$ cat config.mk
export PLATFORM = sky130hd
export DESIGN_NAME = mc_ctrl
export DESIGN_NICKNAME = d
export VERILOG_FILES = /design/src/rtl/mips_pkg.sv /design/src/rtl/mc_ctrl_decode.sv /design/src/rtl/mc_ctrl.sv
export SDC_FILE = /design/constraint.sdc
export NUM_CORES = 1
export LEC_CHECK = 0
export CORE_MARGIN = 5
export CORE_UTILIZATION = 31
export CTS_CLUSTER_DIAMETER = 60
export DETAILED_ROUTE_END_ITERATION = 8
export PLACE_DENSITY_LB_ADDON = 0.2
export SLEW_MARGIN = 5
export SYNTH_ARGS = -nofsm -noshare
export SYNTH_HDL_FRONTEND = slang
export SYNTH_SLANG_ARGS = --single-unit
$ cat constraint.sdc
create_clock -name clk -period 3 [get_ports clk]
set_input_delay 0.9 -clock clk [delete_from_list [all_inputs] [get_ports clk]]
set_output_delay 0.9 -clock clk [all_outputs]
set_load 0.01 [all_outputs]
$ cat src/rtl/mips_pkg.sv
// Shared encodings for the multi-cycle MIPS control unit.
package mips_pkg;

    localparam int unsigned STATE_W = 3;
    localparam int unsigned ALU_W   = 3;
    localparam int unsigned SEL_W   = 2;
    localparam int unsigned OP_W    = 6;

    typedef enum logic [STATE_W-1:0] {
        S_FETCH  = 3'd0,
        S_DECODE = 3'd1,
        S_EXEC   = 3'd2,
        S_MEM    = 3'd3,
        S_WB     = 3'd4
    } state_t;

    localparam logic [ALU_W-1:0] ALU_ADD = 3'd0;
    localparam logic [ALU_W-1:0] ALU_SUB = 3'd1;
    localparam logic [ALU_W-1:0] ALU_OR  = 3'd2;
    localparam logic [ALU_W-1:0] ALU_SRL = 3'd3;
    localparam logic [ALU_W-1:0] ALU_SLL = 3'd4;
    localparam logic [ALU_W-1:0] ALU_XOR = 3'd5;
    localparam logic [ALU_W-1:0] ALU_AND = 3'd6;
    localparam logic [ALU_W-1:0] ALU_SRA = 3'd7;

    localparam logic [OP_W-1:0] OP_RTYPE = 6'h00;
    localparam logic [OP_W-1:0] OP_J     = 6'h02;
    localparam logic [OP_W-1:0] OP_JAL   = 6'h03;
    localparam logic [OP_W-1:0] OP_BEQ   = 6'h04;
    localparam logic [OP_W-1:0] OP_ORI   = 6'h0D;
    localparam logic [OP_W-1:0] OP_LUI   = 6'h0F;
    localparam logic [OP_W-1:0] OP_LW    = 6'h23;
    localparam logic [OP_W-1:0] OP_SW    = 6'h2B;

    localparam logic [OP_W-1:0] FN_SLL  = 6'h00;
    localparam logic [OP_W-1:0] FN_SRL  = 6'h02;
    localparam logic [OP_W-1:0] FN_SRAV = 6'h07;
    localparam logic [OP_W-1:0] FN_JR   = 6'h08;
    localparam logic [OP_W-1:0] FN_ADDU = 6'h21;
    localparam logic [OP_W-1:0] FN_SUBU = 6'h23;
    localparam logic [OP_W-1:0] FN_AND  = 6'h24;
    localparam logic [OP_W-1:0] FN_OR   = 6'h25;
    localparam logic [OP_W-1:0] FN_XOR  = 6'h26;

    localparam logic [SEL_W-1:0] PC_SRC_PC4    = 2'd0;
    localparam logic [SEL_W-1:0] PC_SRC_BRANCH = 2'd1;
    localparam logic [SEL_W-1:0] PC_SRC_JUMP   = 2'd2;
    localparam logic [SEL_W-1:0] PC_SRC_RS     = 2'd3;

    localparam logic [SEL_W-1:0] REG_DST_RT = 2'd0;
    localparam logic [SEL_W-1:0] REG_DST_RD = 2'd1;
    localparam logic [SEL_W-1:0] REG_DST_RA = 2'd2;

    localparam logic [SEL_W-1:0] WB_ALU = 2'd0;
    localparam logic [SEL_W-1:0] WB_MEM = 2'd1;
    localparam logic [SEL_W-1:0] WB_PC  = 2'd2;

    localparam logic [SEL_W-1:0] ALUB_RT   = 2'd0;
    localparam logic [SEL_W-1:0] ALUB_IMM  = 2'd1;
    localparam logic [SEL_W-1:0] ALUB_FOUR = 2'd2;

    localparam logic [SEL_W-1:0] EXT_ZERO = 2'd0;
    localparam logic [SEL_W-1:0] EXT_SIGN = 2'd1;
    localparam logic [SEL_W-1:0] EXT_LUI  = 2'd2;

    typedef enum logic [3:0] {
        C_ILLEGAL = 4'd0,
        C_RTYPE   = 4'd1,
        C_JR      = 4'd2,
        C_ORI     = 4'd3,
        C_LUI     = 4'd4,
        C_LW      = 4'd5,
        C_SW      = 4'd6,
        C_BEQ     = 4'd7,
        C_J       = 4'd8,
        C_JAL     = 4'd9
    } iclass_t;

    typedef struct packed {
        logic             pc_write;
        logic [SEL_W-1:0] pc_src;
        logic             ir_write;
        logic             mem_write;
        logic             reg_write;
        logic [SEL_W-1:0] reg_dst;
        logic [SEL_W-1:0] mem_to_reg;
        logic [SEL_W-1:0] alu_src_b;
        logic [SEL_W-1:0] ext_op;
        logic [ALU_W-1:0] alu_ctrl;
        logic             retire;
        logic             illegal;
    } ctrl_t;

endpackage

$ cat src/rtl/mc_ctrl_decode.sv
// Instruction classification and per-state control template.
module mc_ctrl_decode
    import mips_pkg::*;
(
    input  logic [OP_W-1:0]  op,
    input  logic [OP_W-1:0]  funct,
    input  state_t           state,
    input  logic             zero,
    output iclass_t          iclass,
    output logic [ALU_W-1:0] alu_r,
    output logic             legal,
    output ctrl_t            tmpl
);

    // Map opcode/funct to an instruction class and R-type ALU op
    always_comb begin
        iclass = C_ILLEGAL;
        alu_r  = ALU_ADD;
        case (op)
            OP_RTYPE: begin
                case (funct)
                    FN_ADDU: begin iclass = C_RTYPE; alu_r = ALU_ADD; end
                    FN_SUBU: begin iclass = C_RTYPE; alu_r = ALU_SUB; end
                    FN_AND:  begin iclass = C_RTYPE; alu_r = ALU_AND; end
                    FN_OR:   begin iclass = C_RTYPE; alu_r = ALU_OR;  end
                    FN_XOR:  begin iclass = C_RTYPE; alu_r = ALU_XOR; end
                    FN_SLL:  begin iclass = C_RTYPE; alu_r = ALU_SLL; end
                    FN_SRL:  begin iclass = C_RTYPE; alu_r = ALU_SRL; end
                    FN_SRAV: begin iclass = C_RTYPE; alu_r = ALU_SRA; end
                    FN_JR:   iclass = C_JR;
                    default: iclass = C_ILLEGAL;
                endcase
            end
            OP_ORI:  iclass = C_ORI;
            OP_LUI:  iclass = C_LUI;
            OP_LW:   iclass = C_LW;
            OP_SW:   iclass = C_SW;
            OP_BEQ:  iclass = C_BEQ;
            OP_J:    iclass = C_J;
            OP_JAL:  iclass = C_JAL;
            default: iclass = C_ILLEGAL;
        endcase
        legal = (iclass != C_ILLEGAL);
    end

    // Control outputs for the current state and instruction class
    always_comb begin
        tmpl = '0;
        case (state)
            S_FETCH: begin
                tmpl.ir_write  = 1'b1;
                tmpl.pc_write  = 1'b1;
                tmpl.pc_src    = PC_SRC_PC4;
                tmpl.alu_src_b = ALUB_FOUR;
                tmpl.alu_ctrl  = ALU_ADD;
            end
            S_DECODE: begin
                case (iclass)
                    C_J: begin
                        tmpl.pc_write = 1'b1;
                        tmpl.pc_src   = PC_SRC_JUMP;
                        tmpl.retire   = 1'b1;
                    end
                    C_JR: begin
                        tmpl.pc_write = 1'b1;
                        tmpl.pc_src   = PC_SRC_RS;
                        tmpl.retire   = 1'b1;
                    end
                    C_JAL: begin
                        tmpl.pc_write   = 1'b1;
                        tmpl.pc_src     = PC_SRC_JUMP;
                        tmpl.reg_write  = 1'b1;
                        tmpl.reg_dst    = REG_DST_RA;
                        tmpl.mem_to_reg = WB_PC;
                        tmpl.retire     = 1'b1;
                    end
                    C_ILLEGAL: tmpl.illegal = 1'b1;
                    default: ;
                endcase
            end
            S_EXEC: begin
                case (iclass)
                    C_RTYPE: begin
                        tmpl.alu_src_b = ALUB_RT;
                        tmpl.alu_ctrl  = alu_r;
                    end
                    C_ORI: begin
                        tmpl.alu_src_b = ALUB_IMM;
                        tmpl.ext_op    = EXT_ZERO;
                        tmpl.alu_ctrl  = ALU_OR;
                    end
                    C_LUI: begin
                        tmpl.alu_src_b = ALUB_IMM;
                        tmpl.ext_op    = EXT_LUI;
                        tmpl.alu_ctrl  = ALU_OR;
                    end
                    C_LW, C_SW: begin
                        tmpl.alu_src_b = ALUB_IMM;
                        tmpl.ext_op    = EXT_SIGN;
                        tmpl.alu_ctrl  = ALU_ADD;
                    end
                    C_BEQ: begin
                        tmpl.alu_ctrl = ALU_SUB;
                        tmpl.pc_write = zero;
                        tmpl.pc_src   = PC_SRC_BRANCH;
                        tmpl.retire   = 1'b1;
                    end
                    default: ;
                endcase
            end
            S_MEM: begin
                if (iclass == C_SW) begin
                    tmpl.mem_write = 1'b1;
                    tmpl.retire    = 1'b1;
                end
            end
            S_WB: begin
                tmpl.reg_write  = 1'b1;
                tmpl.retire     = 1'b1;
                tmpl.reg_dst    = (iclass == C_RTYPE) ? REG_DST_RD : REG_DST_RT;
                tmpl.mem_to_reg = (iclass == C_LW) ? WB_MEM : WB_ALU;
            end
            default: ;
        endcase
    end

endmodule

$ cat src/rtl/mc_ctrl.sv
// Multi-cycle MIPS control FSM: state register, sequencing and output gating.
module mc_ctrl
    import mips_pkg::*;
#(
    parameter logic [STATE_W-1:0] RESET_STATE = 3'd0
) (
    input  logic               clk,
    input  logic               reset,
    input  logic [31:0]        instr,
    input  logic               zero,
    output logic               pc_write,
    output logic [SEL_W-1:0]   pc_src,
    output logic               ir_write,
    output logic               mem_write,
    output logic               reg_write,
    output logic [SEL_W-1:0]   reg_dst,
    output logic [SEL_W-1:0]   mem_to_reg,
    output logic [SEL_W-1:0]   alu_src_b,
    output logic [SEL_W-1:0]   ext_op,
    output logic [ALU_W-1:0]   alu_ctrl,
    output logic [STATE_W-1:0] state,
    output logic               retire,
    output logic               illegal
);

    state_t           state_q;
    state_t           state_d;
    iclass_t          iclass;
    logic [ALU_W-1:0] alu_r;
    logic             legal;
    ctrl_t            tmpl;
    ctrl_t            ctrl;
    logic             unused_instr_bits;

    assign unused_instr_bits = ^instr[25:6];

    mc_ctrl_decode u_decode (
        .op     (instr[31:26]),
        .funct  (instr[5:0]),
        .state  (state_q),
        .zero   (zero),
        .iclass (iclass),
        .alu_r  (alu_r),
        .legal  (legal),
        .tmpl   (tmpl)
    );

    // State register with synchronous reset
    always_ff @(posedge clk) begin
        if (reset) begin
            state_q <= state_t'(RESET_STATE);
        end else begin
            state_q <= state_d;
        end
    end

    // Next state: skip states the current instruction does not need
    always_comb begin
        state_d = S_FETCH;
        case (state_q)
            S_FETCH:  state_d = S_DECODE;
            S_DECODE: state_d = (!legal || iclass == C_J || iclass == C_JR || iclass == C_JAL)
                                ? S_FETCH : S_EXEC;
            S_EXEC: begin
                if (iclass == C_BEQ)                        state_d = S_FETCH;
                else if (iclass == C_LW || iclass == C_SW)  state_d = S_MEM;
                else                                        state_d = S_WB;
            end
            S_MEM:    state_d = (iclass == C_LW) ? S_WB : S_FETCH;
            S_WB:     state_d = S_FETCH;
            default:  state_d = S_FETCH;
        endcase
    end

    // Reset suppresses every write in the cycle it is asserted
    assign ctrl       = reset ? ctrl_t'('0) : tmpl;
    assign state      = reset ? STATE_W'(0) : state_q;
    assign pc_write   = ctrl.pc_write;
    assign pc_src     = ctrl.pc_src;
    assign ir_write   = ctrl.ir_write;
    assign mem_write  = ctrl.mem_write;
    assign reg_write  = ctrl.reg_write;
    assign reg_dst    = ctrl.reg_dst;
    assign mem_to_reg = ctrl.mem_to_reg;
    assign alu_src_b  = ctrl.alu_src_b;
    assign ext_op     = ctrl.ext_op;
    assign alu_ctrl   = ctrl.alu_ctrl;
    assign retire     = ctrl.retire;
    assign illegal    = ctrl.illegal;

endmodule

* Yosys cells after proc, flatten, opt, wreduce, memory -nomap -nowiden
Cells that the tools add are included.
Storage, ports and cells: flip-flop bits (word level) 3, input bits 35, output and inout port bits 22, word-level logic and storage cells 77
Operators by class: equal/unequal tests 28, mux-type cells 32, reductions and logical operators 16
Operator list (number):
- == test 6 bit (second input constant) | 7
- one-hot mux 4 bit (8 select lines) | 1
- two-way mux 3 bit | 7
- one-hot mux 3 bit (7 select lines) | 1
- two-way mux 19 bit | 1
- == test 6 x 2 -> 1 bit (second input constant) | 3
- == test 6 x 4 -> 1 bit (second input constant) | 3
- one-hot mux 3 bit (3 select lines) | 2
- == test 4 x 3 -> 1 bit (second input constant) | 4
- == test 6 x 3 -> 1 bit (second input constant) | 2
- zero test 6 bit | 2
- one-hot mux 2 bit (2 select lines) | 3
- one-hot mux 3 bit (4 select lines) | 1
- two-way mux 1 bit | 10
- one-hot mux 5 bit (2 select lines) | 1
- == test 4 x 2 -> 1 bit (second input constant) | 2
- == test 4 bit (second input constant) | 2
- OR reduction 8 bit | 1
- == test 3 x 2 -> 1 bit (second input constant) | 2
- one-hot mux 3 bit (2 select lines) | 1
- OR reduction 2 bit | 3
- two-way mux 5 bit | 1
- == test 4 x 1 -> 1 bit (second input constant) | 1
- zero test 4 bit | 1
- 10 further kinds | 14

* Logic depth before layout (Yosys ltp)
word-level depth 11, gate-level depth with buffers 7, mapped depth without buffers 5

* By module
From an unflattened synthesis, not the netlist that was laid out.
Second synthesis, totals: cell total of the unflattened synthesis 137, area, all modules 897.1 µm²
By module, submodules not included:
- mc_ctrl_decode | instances 1, cells an instance 90, area an instance 558.0 µm², sequential area each 0.0 µm²
- mc_ctrl | instances 1, cells an instance 47, area an instance 339.1 µm², sequential area each 60.1 µm²

* Worst setup path before layout
Ideal clock, no wire load.
path kind in2out, start input instr[28], end output reg_dst[1], arrival 2084 ps, data required time 2100 ps, slack 16 ps, stages 6, buffers on the path 2, path through buf_2 nor3_1 and3_1 a2bb2oi_1 nor3_1 buf_4
Between the ends: longest elaborated chain between the ends 6, elaborated cells between the ends (all ways) 13, classes of those cells eq/ne: 8; mux: 4; reduce/logical: 1
Ends and longest elaborated chain:
- start: declaration | RTL line mc_ctrl.sv:9 | input logic [31:0] instr,
- == test 6 x 2 -> 1 bit (tied with other cells) | RTL line mc_ctrl_decode.sv:19 | case (op)
- one-hot mux 4 bit (8 select lines) (*) | RTL line mc_ctrl_decode.sv:19
- == test 4 bit (*) | RTL line mc_ctrl_decode.sv:58 | case (iclass)
- two-way mux 5 bit (*) | RTL line mc_ctrl_decode.sv:58
- one-hot mux 5 bit (2 select lines) (*) | RTL line mc_ctrl_decode.sv:49 | case (state)
- two-way mux 19 bit (*) | RTL line mc_ctrl.sv:76 | assign ctrl = reset ? ctrl_t'('0) : tmpl;
- end: declaration | RTL line mc_ctrl.sv:16 | output logic [SEL_W-1:0] reg_dst,
Mark *: on every way between the ends. The rest lies on a longest branch, timed or not.

* Final worst setup path
start input instr[31], end output pc_write
Between the ends: longest elaborated chain between the ends 7, elaborated cells between the ends (all ways) 18, classes of those cells eq/ne: 11; mux: 5; reduce/logical: 2
Ends and longest elaborated chain:
- == test 6 x 2 -> 1 bit (tied with other cells) | RTL line mc_ctrl_decode.sv:19
- one-hot mux 4 bit (8 select lines) (*) | RTL line mc_ctrl_decode.sv:19
- == test 4 bit | RTL line mc_ctrl_decode.sv:58
- OR reduction 2 bit (no line)
- one-hot mux 3 bit (2 select lines) | RTL line mc_ctrl_decode.sv:58
- one-hot mux 3 bit (3 select lines) (*) | RTL line mc_ctrl_decode.sv:49
- two-way mux 19 bit (*) | RTL line mc_ctrl.sv:76
- end: declaration | RTL line mc_ctrl.sv:11 | output logic pc_write,
Marks and branches as above.

==> results_dict.tcl <==
set metrics [dict create \
    ys_ff_latch 3 \
    antenna_found_initial 0 \
    num_vias 1140 \
    grt_pass1_vias 1173 \
    ys_warn_count 0 \
    initial_core_util_pct 33.1 \
    cts_sinks 3 \
    rsz0062_at_grt "true" \
    p_clk_share_pct 26.0 \
    post_dp_cell_area_um2 1280 \
    antenna_cells 0 \
    gp_congestion 0.888 \
    port_buffers 36 \
    intPower_mw 0.182 \
    p_comb_share_pct 58.7 \
    endpoint_kind "output port" \
    routed_wl_um 3300 \
    switching_share_pct 35.4 \
    routedWlPerCell_um 15.0 \
    layout_min_cycle_time_ns 2.97 \
    p_per_area_nw_per_um2 184 \
    tightest_slew_ns 0.345 \
    fp.dieH_um 56.0 \
    clk_path_buf_depth 2 \
    drv_slew 0 \
    route.antenna.remaining_nets 0 \
    htreeDepth 1 \
    synth_edf_count 0 \
    power_frac_seq_pct 15.4 \
    reg2reg_slack_ns 1.69 \
    critical_path_class "in -> out" \
    tritoncts "done" \
    overflow 0 \
    first_pass_iters 6 \
    syn-num-nets 142 \
    critPathRequiredTime_ns 2.10 \
    slew-limit-headroom_pct 76.9 \
    hold_path_class "reg -> reg" \
    synth_seq_area_share_pct 9.16 \
    post-route-period-util_pct 99.2 \
    fmax_ghz 0.336 \
    detail_route.vias_per_cell 5.18 \
    syn_to_final_growth_pct 133 \
    core_area_um2 1980 \
    status "finished clean" \
    num_rows 16 \
    cts_hold_buf 0 \
    largest_register "state_q" \
    root_buffer "clkbuf_4" \
    cts_buffers 3 \
    grt_usage_pct 19.9 \
    p_leak_nw 0.752 \
    drt_drc_violations_left 0 \
    grt_max_degree 11 \
    ir_drop_mv 0.219 \
    io_pins 57 \
    synth-async-reset-ratio_pct 0 \
    post_route_cells_drive_above_1_share_pct 60.1 \
    synth_cell_types 38 \
    hold_viol_final 0 \
    p_switching_mw 0.0994 \
    worstSetupStartpointType "input pin" \
    top_regs "state_q (3)" \
    max_cap_violations 0 \
    die_x_um 56.0 \
    cp_max_fo 3 \
    insertion_delay_ns 0.24 \
    finalSetupViolCount 0 \
    fin_skew_ns 0.00389 \
    synth.cell_area_um2 656 \
    whs_ns 0.701 \
    cp.arrival_ns 2.07 \
    grt_pass1_wl_um 5070 \
    synth_ff_type "dfxtp_1" \
    design_area_um2 1530 \
    largest_register_ffs 3 \
    syn_avg_cell_area_um2 6.13 \
    die_area_um2 3130 \
    postSynthCellCount 107 \
    nets 229 \
    cts.reportedPaths.clkPinSlew_ns 0.04 \
    place.detailed.hpwl_um 2100 \
    drtIter0Drc 38 \
]
-- worst max-delay path, cell delays in order --
cell	delay, ns
clkdlybuf4s15_1	0.22
nor2_2	0.20
buf_4	0.15
nand2_2	0.06
a21boi_4	0.15
nor2_2	0.11
o21a_1	0.14
buf_2	0.13
-- cells by family (layout without fill, tap and decap cells) --
group	count (synthesis)	count (layout)	synth area share, %
AND/OR/NAND/NOR	64	64	52.5
buffers and inverters	12	98	8.59
AO/OA/AOI/OAI	24	24	24.4
XOR/XNOR	4	4	5.34
flip-flops	3	3	9.16
-- placed cells by master (no fill, tap or decap), drive strengths merged --
cell	netlist	layout
buf	7	73
or2	1	1
a21boi	1	1
and3	1	1
a211oi	1	1
nor2	18	18
nor3b	2	2
clkdlybuf4s50	0	4
nand2	13	13
nor2b	5	5
and2	2	2
a31oi	5	5
a221oi	1	1
and4b	1	1
xor2	2	2
a21oi	7	7
clkbuf	2	8
dlygate4sd2	0	5
xnor2	2	2
clkdlybuf4s15	0	5
o211a	1	1
nand2b	3	3
inv	3	3
o21ai	3	3
o22a	1	1
nand3	4	4
nor3	9	9
a2bb2oi	1	1
or3b	1	1
o31ai	1	1
o32ai	1	1
nand4	1	1
dfxtp	3	3
o21a	1	1
nand3b	3	3
-- layer usage --
layer  global-route usage [%]  wire, um
met2                     38.7      1790
met3                     6.03       234
met5                        0         0
met4                     7.80        27
met1                     19.0      1250
-- final timing paths --
check	startpoint	end	cells past startpoint
max reg2reg	state_q[1]	state_q[1]	6
min reg2reg	state_q[0]	state_q[1]	3
max	instr[31]	pc_write	8
min	state_q[0]	state_q[1]	3
-- per-stage QoR --
stage               setup TNS (ns)  cells  worst slack, ns  total power [mW]  util [%]
finish                           0    220           0.0252             0.281      77.2
detailed placement          -12.63    198           -0.807             0.171      64.7
floorplan                        0    107           0.0160            0.0964         -
CTS                        -0.0274    217          -0.0274             0.268      74.1
global placement            -12.25    198           -0.784             0.167      64.7
global route                -0.247    220          -0.0945             0.303      77.2
-- cell type report --
type	count	area (um2)
Multi-Input combinational cell	92	704
Tap cell	27	33.8
Clock buffer	4	26.3
Inverter	3	11.3
Timing Repair Buffer	91	694
Fill cell	138	452
Sequential cell	3	60.1
-- cells in the mapped netlist (2+ instances only) --
cell / number / area, um2
a21oi_1: 7 / 35.0
a31oi_1: 5 / 31.3
and2_1: 2 / 12.5
buf_2: 6 / 30.0
clkbuf_1: 2 / 7.51
dfxtp_1: 3 / 60.1
inv_1: 3 / 11.3
nand2_1: 13 / 48.8
nand2b_1: 3 / 18.8
nand3_1: 4 / 20.0
nand3b_1: 2 / 15.0
nor2_1: 17 / 63.8
nor2b_1: 5 / 31.3
nor3_1: 7 / 35.0
nor3b_1: 2 / 15.0
o21ai_1: 2 / 10.0
xnor2_1: 2 / 17.5
xor2_1: 2 / 17.5
-- power groups by stage --
stage,sequential (mW),combinational (mW),clock (mW)
6_report,0.0432,0.165,0.0730
5_1_grt,0.0435,0.177,0.0829
4_1_cts,0.0430,0.149,0.0765
3_5_place_dp,0.0435,0.127,0
3_3_place_gp,0.0434,0.123,0
2_1_floorplan,0.0427,0.0537,0
-- what timing repair did --
item,4_1_cts,5_1_grt
pin swaps,24,12
hold endpoints to repair,0,0
gates cloned,0,0
resized for setup,123,32
endpoints found under the setup margin,22,16
setup buffers,15,3
Power figures use the tool's default switching activity.
